<file path="src/rtl/alu_operand_sequencer.sv">
// Operand sequencer for an 8-bit combinational ALU: a debounced STEP button walks
// load A -> load B -> load OP -> execute -> show, capturing the ALU result and flags.
module alu_operand_sequencer #(
  parameter int unsigned WIDTH           = 8,
  parameter int unsigned DEBOUNCE_CYCLES = 16,
  parameter int unsigned CNT_W           = 20
) (
  input  logic             CLK,
  input  logic             RST_L,
  input  logic [WIDTH-1:0] DIN,
  input  logic [2:0]       OP_IN,
  input  logic             STEP_L,
  input  logic             CLEAR_L,
  input  logic [WIDTH-1:0] Y_IN,
  input  logic [3:0]       FLAGS_IN,
  output logic [WIDTH-1:0] A,
  output logic [WIDTH-1:0] B,
  output logic [2:0]       OP,
  output logic [WIDTH-1:0] RESULT,
  output logic [3:0]       FLAGS,
  output logic [2:0]       STATE,
  output logic             VALID
);

  typedef enum logic [2:0] {
    StLoadA  = 3'd0,
    StLoadB  = 3'd1,
    StLoadOp = 3'd2,
    StExec   = 3'd3,
    StShow   = 3'd4
  } state_e;

  localparam logic [CNT_W-1:0] CntMax = CNT_W'(DEBOUNCE_CYCLES - 1);

  logic             step_meta, s_step;
  logic             clr_meta, s_clr;
  logic             deb_q, deb_dly_q;
  logic [CNT_W-1:0] cnt_q;
  logic [1:0]       warm_q;
  logic             armed_q;
  logic             press_q;

  state_e           state_q;
  logic [WIDTH-1:0] a_q, b_q, result_q;
  logic [2:0]       op_q;
  logic [3:0]       flags_q;
  logic             valid_q;

  // Two-flop synchronizers, preset to the released level.
  always_ff @(posedge CLK or negedge RST_L) begin
    if (!RST_L) begin
      step_meta <= 1'b1;
      s_step    <= 1'b1;
      clr_meta  <= 1'b1;
      s_clr     <= 1'b1;
    end else begin
      step_meta <= STEP_L;
      s_step    <= step_meta;
      clr_meta  <= CLEAR_L;
      s_clr     <= clr_meta;
    end
  end

  always_ff @(posedge CLK or negedge RST_L) begin
    if (!RST_L) begin
      deb_q <= 1'b1;
      cnt_q <= '0;
    end else if (s_step == deb_q) begin
      cnt_q <= '0;
    end else if (cnt_q == CntMax) begin
      deb_q <= s_step;
      cnt_q <= '0;
    end else begin
      cnt_q <= cnt_q + 1'b1;
    end
  end

  // Presses are only accepted once a genuine released level has been seen after reset,
  // so a button held down across reset release cannot step the sequencer.
  always_ff @(posedge CLK or negedge RST_L) begin
    if (!RST_L) begin
      warm_q    <= 2'b00;
      armed_q   <= 1'b0;
      deb_dly_q <= 1'b1;
      press_q   <= 1'b0;
    end else begin
      warm_q    <= {warm_q[0], 1'b1};
      armed_q   <= armed_q | (warm_q[1] & s_step);
      deb_dly_q <= deb_q;
      press_q   <= armed_q & deb_dly_q & ~deb_q;
    end
  end

  always_ff @(posedge CLK or negedge RST_L) begin
    if (!RST_L) begin
      state_q  <= StLoadA;
      a_q      <= '0;
      b_q      <= '0;
      op_q     <= '0;
      result_q <= '0;
      flags_q  <= '0;
      valid_q  <= 1'b0;
    end else if (!s_clr) begin
      state_q  <= StLoadA;
      a_q      <= '0;
      b_q      <= '0;
      op_q     <= '0;
      result_q <= '0;
      flags_q  <= '0;
      valid_q  <= 1'b0;
    end else begin
      case (state_q)
        StLoadA: begin
          if (press_q) begin
            a_q     <= DIN;
            valid_q <= 1'b0;
            state_q <= StLoadB;
          end
        end
        StLoadB: begin
          if (press_q) begin
            b_q     <= DIN;
            state_q <= StLoadOp;
          end
        end
        StLoadOp: begin
          if (press_q) begin
            op_q    <= OP_IN;
            state_q <= StExec;
          end
        end
        StExec: begin
          result_q <= Y_IN;
          flags_q  <= FLAGS_IN;
          valid_q  <= 1'b1;
          state_q  <= StShow;
        end
        StShow: begin
          if (press_q) state_q <= StLoadA;
        end
        default: state_q <= StLoadA;
      endcase
    end
  end

  assign A      = a_q;
  assign B      = b_q;
  assign OP     = op_q;
  assign RESULT = result_q;
  assign FLAGS  = flags_q;
  assign STATE  = state_q;
  assign VALID  = valid_q;

endmodule

</file>
<file path="config.mk">
export PLATFORM = sky130hd
export DESIGN_NAME = alu_operand_sequencer
export DESIGN_NICKNAME = d
export VERILOG_FILES = /design/src/rtl/alu_operand_sequencer.sv
export SDC_FILE = /design/constraint.sdc
export NUM_CORES = 1
export LEC_CHECK = 0
export CORE_ASPECT_RATIO = 1.4
export CORE_MARGIN = 2
export CORE_UTILIZATION = 40
export DETAILED_ROUTE_END_ITERATION = 6
export HOLD_SLACK_MARGIN = 0.08
export PLACE_DENSITY = 0.73
export SETUP_SLACK_MARGIN = 0.05
export SYNTH_ARGS = -nofsm -noshare
export SYNTH_HDL_FRONTEND = slang
export SYNTH_SLANG_ARGS = --single-unit
export TNS_END_PERCENT = 30
</file>
<file path="constraint.sdc">
create_clock -name CLK -period 2.2 [get_ports CLK]
set_clock_uncertainty 0.15 [all_clocks]
set_input_delay 0.44 -clock CLK [delete_from_list [all_inputs] [get_ports CLK]]
set_output_delay 0.44 -clock CLK [all_outputs]
set_load 0.1 [all_outputs]
</file>
## Word level (Yosys, flattened, before mapping)

Index checks and enable logic that the tools add are counted.

- Register bits after elaboration: 65
- Input port bits: 27
- Output and inout bits: 35
- Logic and storage cells: 70

- $add $sub $neg: 1
- Equal/unequal tests: 16
- Muxes and demuxes: 23
- Bitwise operators: 6
- Reduce and logical (&&, ||, !) cells: 7

Operator list:

| kind | number |
|---|---|
| 8-bit 2-to-1 mux | 7 |
| 20-bit 2-to-1 mux | 2 |
| 3-bit 2-to-1 mux | 8 |
| 20-bit by 1-bit adder with 20-bit output (second input constant) | 1 |
| 20-bit by 4-bit equality test with 1-bit output (second input constant) | 1 |
| 3-bit one-hot mux with 5 select lines | 1 |
| 3-bit inequality test (second input constant) | 4 |
| 2-bit by 1-bit inequality test with 1-bit output (second input constant) | 5 |
| 2-bit AND reduction | 5 |
| 4-bit 2-to-1 mux | 2 |
| 3-bit by 2-bit equality test with 1-bit output (second input constant) | 2 |
| 4-bit AND reduction | 1 |
| 1-bit AND | 3 |
| 3-bit by 1-bit equality test with 1-bit output (second input constant) | 1 |
| 3-bit equality test (second input constant) | 1 |
| 3-bit logical NOT | 1 |
| 3-bit by 1-bit inequality test with 1-bit output (second input constant) | 1 |
| 1-bit 2-to-1 mux | 2 |
| 1-bit inverter | 2 |
| 1-bit one-hot mux with 2 select lines | 1 |
| 1-bit equality test | 1 |
| 1-bit OR | 1 |

## Logic depth before layout (Yosys ltp)

Gate-level depths: netlist (run 1).

- Word-level depth: 3
- Mapped depth: 7
- Mapped depth without buffers: 5

## Worst setup path after synthesis (run 1)

Ideal clock, no wire load.

- Path kind: register to register
- From: register state_q[0], in the netlist STATE[0]
- To: register b_q[0], in the netlist B[0]
- Setup time: 124 ps
- Arrival time: 1822 ps
- Data required time: 1926 ps
- Path slack: 104 ps
- Stages on the path, launching flop included: 5
- Buffers on the path: 0
- Clock period less this slack: 2096 ps
- Cell sequence: dfrtp_1 nand2b_1 nor2_2 mux2i_1 nor2b_1

- Cells in the longest elaborated chain, start to end: 3

RTL lines:

| what | line | source |
|---|---|---|
| from (decl) | 43 | `state_e state_q;` |
| from (signal assigned) | 96 | `state_q <= StLoadA;` |
| from (signal assigned) | 104 | `state_q <= StLoadA;` |
| from (signal assigned) | 117 | `state_q <= StLoadB;` |
| 3-bit by 1-bit equality test with 1-bit output | 112 | `case (state_q)` |
| 2-bit by 1-bit inequality test with 1-bit output (no line) | n/a |  |
| 2-bit AND reduction (no line) | n/a |  |
| to (signal assigned) | 98 | `b_q <= '0;` |
| to (signal assigned) | 106 | `b_q <= '0;` |
| to (signal assigned) | 122 | `b_q <= DIN;` |
| to (decl) | 44 | `logic [WIDTH-1:0] a_q, b_q, result_q;` |

Every way passes these cells.
A chain may end at the register's enable or synchronous reset.

## Worst setup path after layout (run 1)

- From: register cnt_q[4]
- To: register cnt_q[17]

- Cells in the longest elaborated chain, start to end: 3
- Elaborated cells on any way between the ends: 4
- Those cells by class: add/sub (1); eq/ne (1); mux (2)

RTL lines:

| what | line | source |
|---|---|---|
| from (decl) | 38 | `logic [CNT_W-1:0] cnt_q;` |
| from (signal assigned) | 74 | `cnt_q <= cnt_q + 1'b1;` |
| 20-bit by 1-bit adder with 20-bit output or 20-bit by 4-bit equality test with 1-bit output (tied branches) | 74, 70 |  |
| 20-bit 2-to-1 mux * | 70 | `end else if (cnt_q == CntMax) begin` |
| 20-bit 2-to-1 mux * | 68 | `end else if (s_step == deb_q) begin` |

Mark *: on every way between the ends. The rest lies on a longest branch, timed or not.

==> results of run 1 <==
==> final cells by class <==
class | instances | area, µm²
clock buffers | 9 | 123.9
clock inverters | 7 | 142.6
fillers | 573 | 2914
inverters | 2 | 7.507
multi-input cells | 160 | 1050
flip-flops and latches | 65 | 1634
well taps | 92 | 115.1
repair buffers | 70 | 625.6
==> registers in the layout, summed over array words and instances (netlist names), 2 cells and up <==
register and count:
FLAGS 4, warm_q 2, cnt_q 20, OP 3
A 8, STATE 3, B 8, RESULT 8
==> power groups by stage <==
| stage | sequential [mW] | combinational (mW) | clock, mW |
|---|---|---|---|
| final | 1.21 | 0.111 | 1.34 |
| after global routing | 1.21 | 0.124 | 1.41 |
| after CTS | 1.21 | 0.114 | 1.37 |
| after detailed placement | 1.24 | 0.112 | 0 |
| after global placement | 1.24 | 0.111 | 0 |
| after floorplan | 1.24 | 0.0264 | 0 |
==> kinds of logic after synthesis <==
family                   synth area share, %
buffers and inverters                  1.515
other                                 0.1376
flip-flops                             59.96
AO/OA/AOI/OAI                          8.494
XOR/XNOR                               5.143
adder cells (fa/ha/maj)               0.4591
multiplexers                           5.234
AND/OR/NAND/NOR                        19.05
==> critical path: cells and delay by family, from the launching register on <==
family	cells	cell delay, ns
and+or+nand+nor	3	1.12
AOI/OAI and AO/OA	1	0.14
DFF	1	0.49
==> placed cells by master (no fill, tap or decap), types with 5 or more instances in the layout <==
cell / count
dfrtp_1: 59
buf_4: 40
nor2_1: 26
clkdlybuf4s50_1: 25
nand2_1: 24
mux2i_1: 12
nor2b_1: 12
a22o_1: 12
xnor2_1: 9
clkbuf_8: 9
a21boi_0: 8
xor2_1: 7
nor4_1: 6
dfstp_2: 6
nand3_1: 5
==> Yosys cell counts, drive strengths merged <==
| master | count |
|---|---|
| nor4 | 6 |
| nor2 | 27 |
| conb | 1 |
| or4b | 1 |
| and4 | 2 |
| a41o | 1 |
| a21o | 1 |
| ha | 1 |
| a21oi | 3 |
| or4 | 1 |
| inv | 2 |
| and3 | 2 |
| o21ai | 2 |
| xor2 | 7 |
| or3 | 3 |
| o21a | 1 |
| nor3 | 4 |
| nand3b | 1 |
| nand4 | 5 |
| nand2 | 24 |
| mux2 | 2 |
| nand2b | 4 |
| dfrtp | 59 |
| clkbuf | 6 |
| mux2i | 12 |
| buf | 2 |
| dfstp | 6 |
| nor2b | 12 |
| nor4b | 2 |
| a22o | 12 |
| a21boi | 8 |
| a31o | 1 |
| xnor2 | 9 |
| nand3 | 5 |
==> repair_timing <==
item | CTS | global route
gates resized for setup | 0 | 0
hold buffers | 1 | 0
hold endpoints to repair | 59 | 0
==> routing by layer <==
layer | up-vias | GRT usage, % | part of all wire [%]
li1 | 966 | - | -
met5 | - | 0 | 0
met1 | 957 | 18.31 | 42
met3 | 8 | 3.582 | 2.6
met2 | 29 | 27.34 | 53
met4 | 0 | 9.930 | 2.5
==> worst max-delay path by stage <==
stage,to,slack [ns],cells past startpoint
global placement,cnt_q[19]$_DFF_PN0_,0.30,4
finish,cnt_q[17]$_DFF_PN0_,0.24,4
global route,cnt_q[17]$_DFF_PN0_,0.14,4
CTS,cnt_q[17]$_DFF_PN0_,0.23,4
detailed placement,cnt_q[19]$_DFF_PN0_,0.25,4
floorplan,B[0]$_DFFE_PN0P_,0.10,4
==> summary.txt, run 1 <==
Worst setup path
  – Worst reg-to-reg path cell count: 4
  – Delay of the slowest critical-path stage: 0.60 ns
  – Crit path DAT: 2.09 ns
  – Crit path cell chain: nand4_4, or4b_4, or3_1, a21oi_2
  – Crit-path max FO: 8
  – Setup CP Type: flip-flop to flip-flop
  – Startpoint types: flip-flop
  – Worst setup EP type: flip-flop
  – R2r setup slk: 0.24 ns
  – Reg2reg end: cnt_q[17]$_DFF_PN0_
  – Reg-to-reg startpoint: cnt_q[4]$_DFF_PN0_
  – Slowest stage cell, crit path: or4b_4
  – CP required: 2.33 ns
  – Start point of the critical path: cnt_q[4]$_DFF_PN0_

Die
  – Num rows: 35
  – Die width: 73.76 µm
  – Starting Density: 41.21%
  – Core area: 0.006613 mm²
  – Die height: 101.7 µm
  – Full die area: 0.007498 mm²
  – Number of I/O pins: 62

Synthesis
  – Yosys reg bits: 65
  – Synth area leader: dfrtp_1
  – Yosys cell types: 39
  – Synth top area share: 54.18%
  – Mapped Area: 0.002725 mm²
  – Synth warn: 0
  – Cells after Synth: 235
  – Synth area leaders: dfrtp_1 54%, dfstp_2 5.8%, mux2i_1 4.4%
  – Register area share after synthesis: 59.96%
  – Syn Nets: 263
  – Synthesized area per cell: 11.60 µm²

Drt
  – Drt pass-1 iters: 4
  – Number of DRC markers in iteration 0: 105
  – Vias per cell: 4.840
  – Drt total wl: 5485 µm
  – DRC: 0
  – Antenna viol nets, final: 0
  – Routed wire per std cell: 13.54 µm
  – Vias: 1960

Power and ir drop
  – Clock group share of total power: 50.2%
  – Pint: 2.135 mW
  – Combinational share of power: 4.2%
  – Peak VDD IR: 734.7 µV
  – Leak pwr: 1.635 nW
  – Switch share: 19.74%
  – Pwr Total: 2.661 mW
  – Power per cell area: 719.4 mW/mm²
  – Switch Pwr: 0.5252 mW
  – Sequential Power Share: 45.6%

Timing
  – Final setup violation count: 0
  – Worst Max-Slew Pin Slew: 0.8030 ns
  – Final period utilization: 89.12%
  – Final critical path time including I/O delays and setup: 1.961 ns
  – Post-Route Hold Slack: 0.1945 ns
  – Final WS setup: 0.2394 ns
  – Slew Limit Fails: 0
  – Achievable Freq: 510.0 MHz
  – Final Hold Fails: 0
  – Setup total negative slack: 0 ns
  – RSZ-0062 raised after global routing: false
  – Relative slew slack: 46.35%

Clock network
  – Clock latency at the later pin of the worst-skew pair: 0.35 ns
  – Htree depth: 3
  – TritonCTS Buffers: 9
  – Clk buf depth: 2
  – Root buffer cell: clkbuf_8
  – TritonCTS clock tree: yes
  – Clock-pin slew on the worst setup and hold paths: 0.08 ns
  – Setup bufs post-CTS: 0
  – Clock net sink count: 65

Placement
  – Detailed placement HPWL: 3782 µm
  – Placed insts: 388
  – Port Buf Inserts: 61
  – Place WS: 0.2544 ns
  – Placed inst area: 0.003422 mm²
  – Gpl congestion: 0.8381

Min path
  – Hold endpoint: s_clr$_DFF_PN1_
  – Worst hold stages: 0
  – Hold Path Origin: clr_meta$_DFF_PN1_
  – Path type of the worst min-delay path: flip-flop to flip-flop

Global routing
  – Total GRT Usage: 16.19%
  – Number of global-route vias before repair: 1963
  – Pin count of the biggest net entering global routing: 66
  – First-pass GRT wire length: 9052 µm
  – Initial antenna violation count: 0
  – Overflow after GRT: 0

Layout
  – Final nets: 336
  – Utilization after layout: 55.93%
  – Synth-to-layout area growth: 35.72%
  – Finished Cell Area: 0.003699 mm²
  – Post-Layout Cell Count: 405
  – Final antenna diode count: 0
  – Share of layout cells above drive strength 1: 23.96%

Run
  – Max Cap Viol: 0

Status
  – Status: complete, no violations
Note: power is estimated with default switching activity, not from simulation.
==> inputs of run 2 (changes only) <==
- CORE_ASPECT_RATIO: 1.4 -> not set
==> run 2 against run 1 <==
  * Flip-flop and latch count unchanged
  * Die area fell by 0.12%
  * Critical endpoint unchanged
  * Setup slack lost 0.0027 ns
  * Sequential power is essentially flat
  * Via count up 0.61%
==> summary.txt, run 2 (synthesis gave the netlist of run 1 again) <==
Timing
  – Final setup violation count: 0
  – RSZ-0062 raised after global routing: false
  – Final critical path time including I/O delays and setup: 1.963 ns
  – Final Hold Fails: 0
  – Achievable Freq: 509.3 MHz
  – Final period utilization: 89.24%
  – Relative slew slack: 64.97%
  – Setup total negative slack: 0 ns
  – Slew Limit Fails: 0
  – Worst Max-Slew Pin Slew: 0.5255 ns

Layout
  – Synth-to-layout area growth: 32.83%
  – Share of layout cells above drive strength 1: 24.68%
  – Register name with the most flops: cnt_q
  – Final nets: 339
  – Max FFs per register: 20
  – Most frequent cells in the layout: 59 x dfrtp_1, 43 x buf_4, 26 x nor2_1, 25 x clkdlybuf4s50_1, 24 x nand2_1
  – Final antenna diode count: 0
  – Most common cell after layout, fill and taps aside: dfrtp_1
  – Post-Layout Cell Count: 396

Die
  – Number of I/O pins: 62
  – Die width: 86.54 µm
  – Core area: 0.006681 mm²
  – Die height: 86.54 µm
  – Num rows: 30
  – Starting Density: 40.79%
  – Full die area: 0.007489 mm²

Worst setup path
  – Delay of the slowest critical-path stage: 0.60 ns
  – Startpoint types: flip-flop
  – Worst setup EP type: flip-flop
  – Setup CP Type: flip-flop to flip-flop
  – Crit path cell chain: nand4_4, or4b_4, or3_1, a21oi_2
  – Crit path DAT: 2.09 ns
  – Crit-path max FO: 8
  – CP required: 2.33 ns
  – Slowest stage cell, crit path: or4b_4

Power and ir drop
  – Leak pwr: 1.606 nW
  – Pint: 1.708 mW
  – Clock group share of total power: 40.6%
  – Switch Pwr: 0.5271 mW
  – Combinational share of power: 4.8%
  – Power per cell area: 617.6 mW/mm²
  – Switch share: 23.58%
  – Sequential Power Share: 54.6%
  – Peak VDD IR: 289.1 µV

Status
  – Status: complete, no violations

Drt
  – Routed wire per std cell: 13.65 µm
  – Drt pass-1 iters: 4
  – Vias per cell: 4.980
  – Antenna viol nets, final: 0
  – Metal2 WL: 2564 µm
  – Number of DRC markers in iteration 0: 130
  – DRC: 0
  – Vias: 1972
  – Highest routed metal layer: met4
  – Drt total wl: 5407 µm
  – WL met3: 241 µm
  – Wl on met1: 2558 µm

Clock network
  – # resized after CTS: 0
  – Clock latency at the later pin of the worst-skew pair: 0.34 ns
  – Root buffer cell: clkbuf_8
  – Clk buf depth: 2
  – TritonCTS Buffers: 9
  – Htree depth: 3
  – TritonCTS clock tree: yes
  – Clock net sink count: 65
  – Clock-pin slew on the worst setup and hold paths: 0.07 ns

Global routing
  – First-pass GRT wire length: 9190 µm
  – Number of global-route vias before repair: 1946
  – Pin count of the biggest net entering global routing: 31
  – Overflow after GRT: 0
  – Total GRT Usage: 16.00%
  – Initial antenna violation count: 0

Min path
  – Path type of the worst min-delay path: flip-flop to flip-flop

Placement
  – Placed insts: 379
  – Detailed placement HPWL: 3960 µm
  – Gpl congestion: 0.8325
  – Port Buf Inserts: 61

Run
  – Max Cap Viol: 0
[run 2: changes by cell type in the layout (fill, tap and decap cells not counted), sizes merged]
cell      delta
buf          +3
clkinvlp     +2
clkbuf       +1
inv          +1
bufinv       -4
[run 2: power groups by stage]
stage	combinational, mW	sequential, mW	clock [mW]
2_1_floorplan	0.0264	1.24	0
3_3_place_gp	0.108	1.24	0
3_5_place_dp	0.109	1.24	0
4_1_cts	0.111	1.22	0.937
5_1_grt	0.121	1.22	1.00
6_report	0.107	1.22	0.909
[run 2: cell type report]
type,instances,area [µm²]
tap,80,100.1
timing repair buffer,73,648.1
inverter,2,7.507
multi-input combinational,160,1050
fill,610,3062
clock inverter,6,42.54
sequential,65,1634
clock buffer,10,137.6
[run 2: per-stage QoR]
step                power, mW  area [µm²]  hold WS, ns  util (%)  setup WS [ns]
finish                  2.235        3620       0.2029     54.18         0.2367
global route            2.344        3620       0.2054     54.18         0.1449
CTS                     2.267        3620       0.2056     54.18         0.2337
detailed placement      1.352        3430       0.1895     51.33         0.2387
global placement        1.349        3430       0.1831     51.33         0.2926
floorplan               1.263        2725    -0.005591         -         0.1043
[run 2: path summary, 6_finish.rpt]
kind / from / end / slack [ns] / depth (start not counted)
hold / removal: warm_q[0]$_DFF_PN0_ / warm_q[1]$_DFF_PN0_ / 0.20 / 0
min in group asynchronous: RST_L / cnt_q[17]$_DFF_PN0_ / 0.46 / 2
setup / recovery: cnt_q[4]$_DFF_PN0_ / cnt_q[17]$_DFF_PN0_ / 0.24 / 4
max in group asynchronous: RST_L / VALID$_DFFE_PN0P_ / 0.88 / 3
setup reg to reg: cnt_q[4]$_DFF_PN0_ / cnt_q[17]$_DFF_PN0_ / 0.24 / 4
hold reg to reg: warm_q[0]$_DFF_PN0_ / warm_q[1]$_DFF_PN0_ / 0.20 / 0
[run 2: worst max-delay path: cells and delay by family, from the launching register on]
family / cells / cell delay [ns]
AOI/OAI and AO/OA: 1 / 0.13
and+or+nand+nor: 3 / 1.13
DFF: 1 / 0.49
[run 2: repair_timing]
action | in CTS | in global routing
setup buffers | 0 | 0
hold buffers | 1 | 0
hold endpoints to repair | 16 | 0
[run 2: routing by layer]
layer	track usage, %	vias up
li1	-	968
met1	21.26	963
met2	24.76	38
met3	6.190	3
met4	4.119	0
met5	0	-
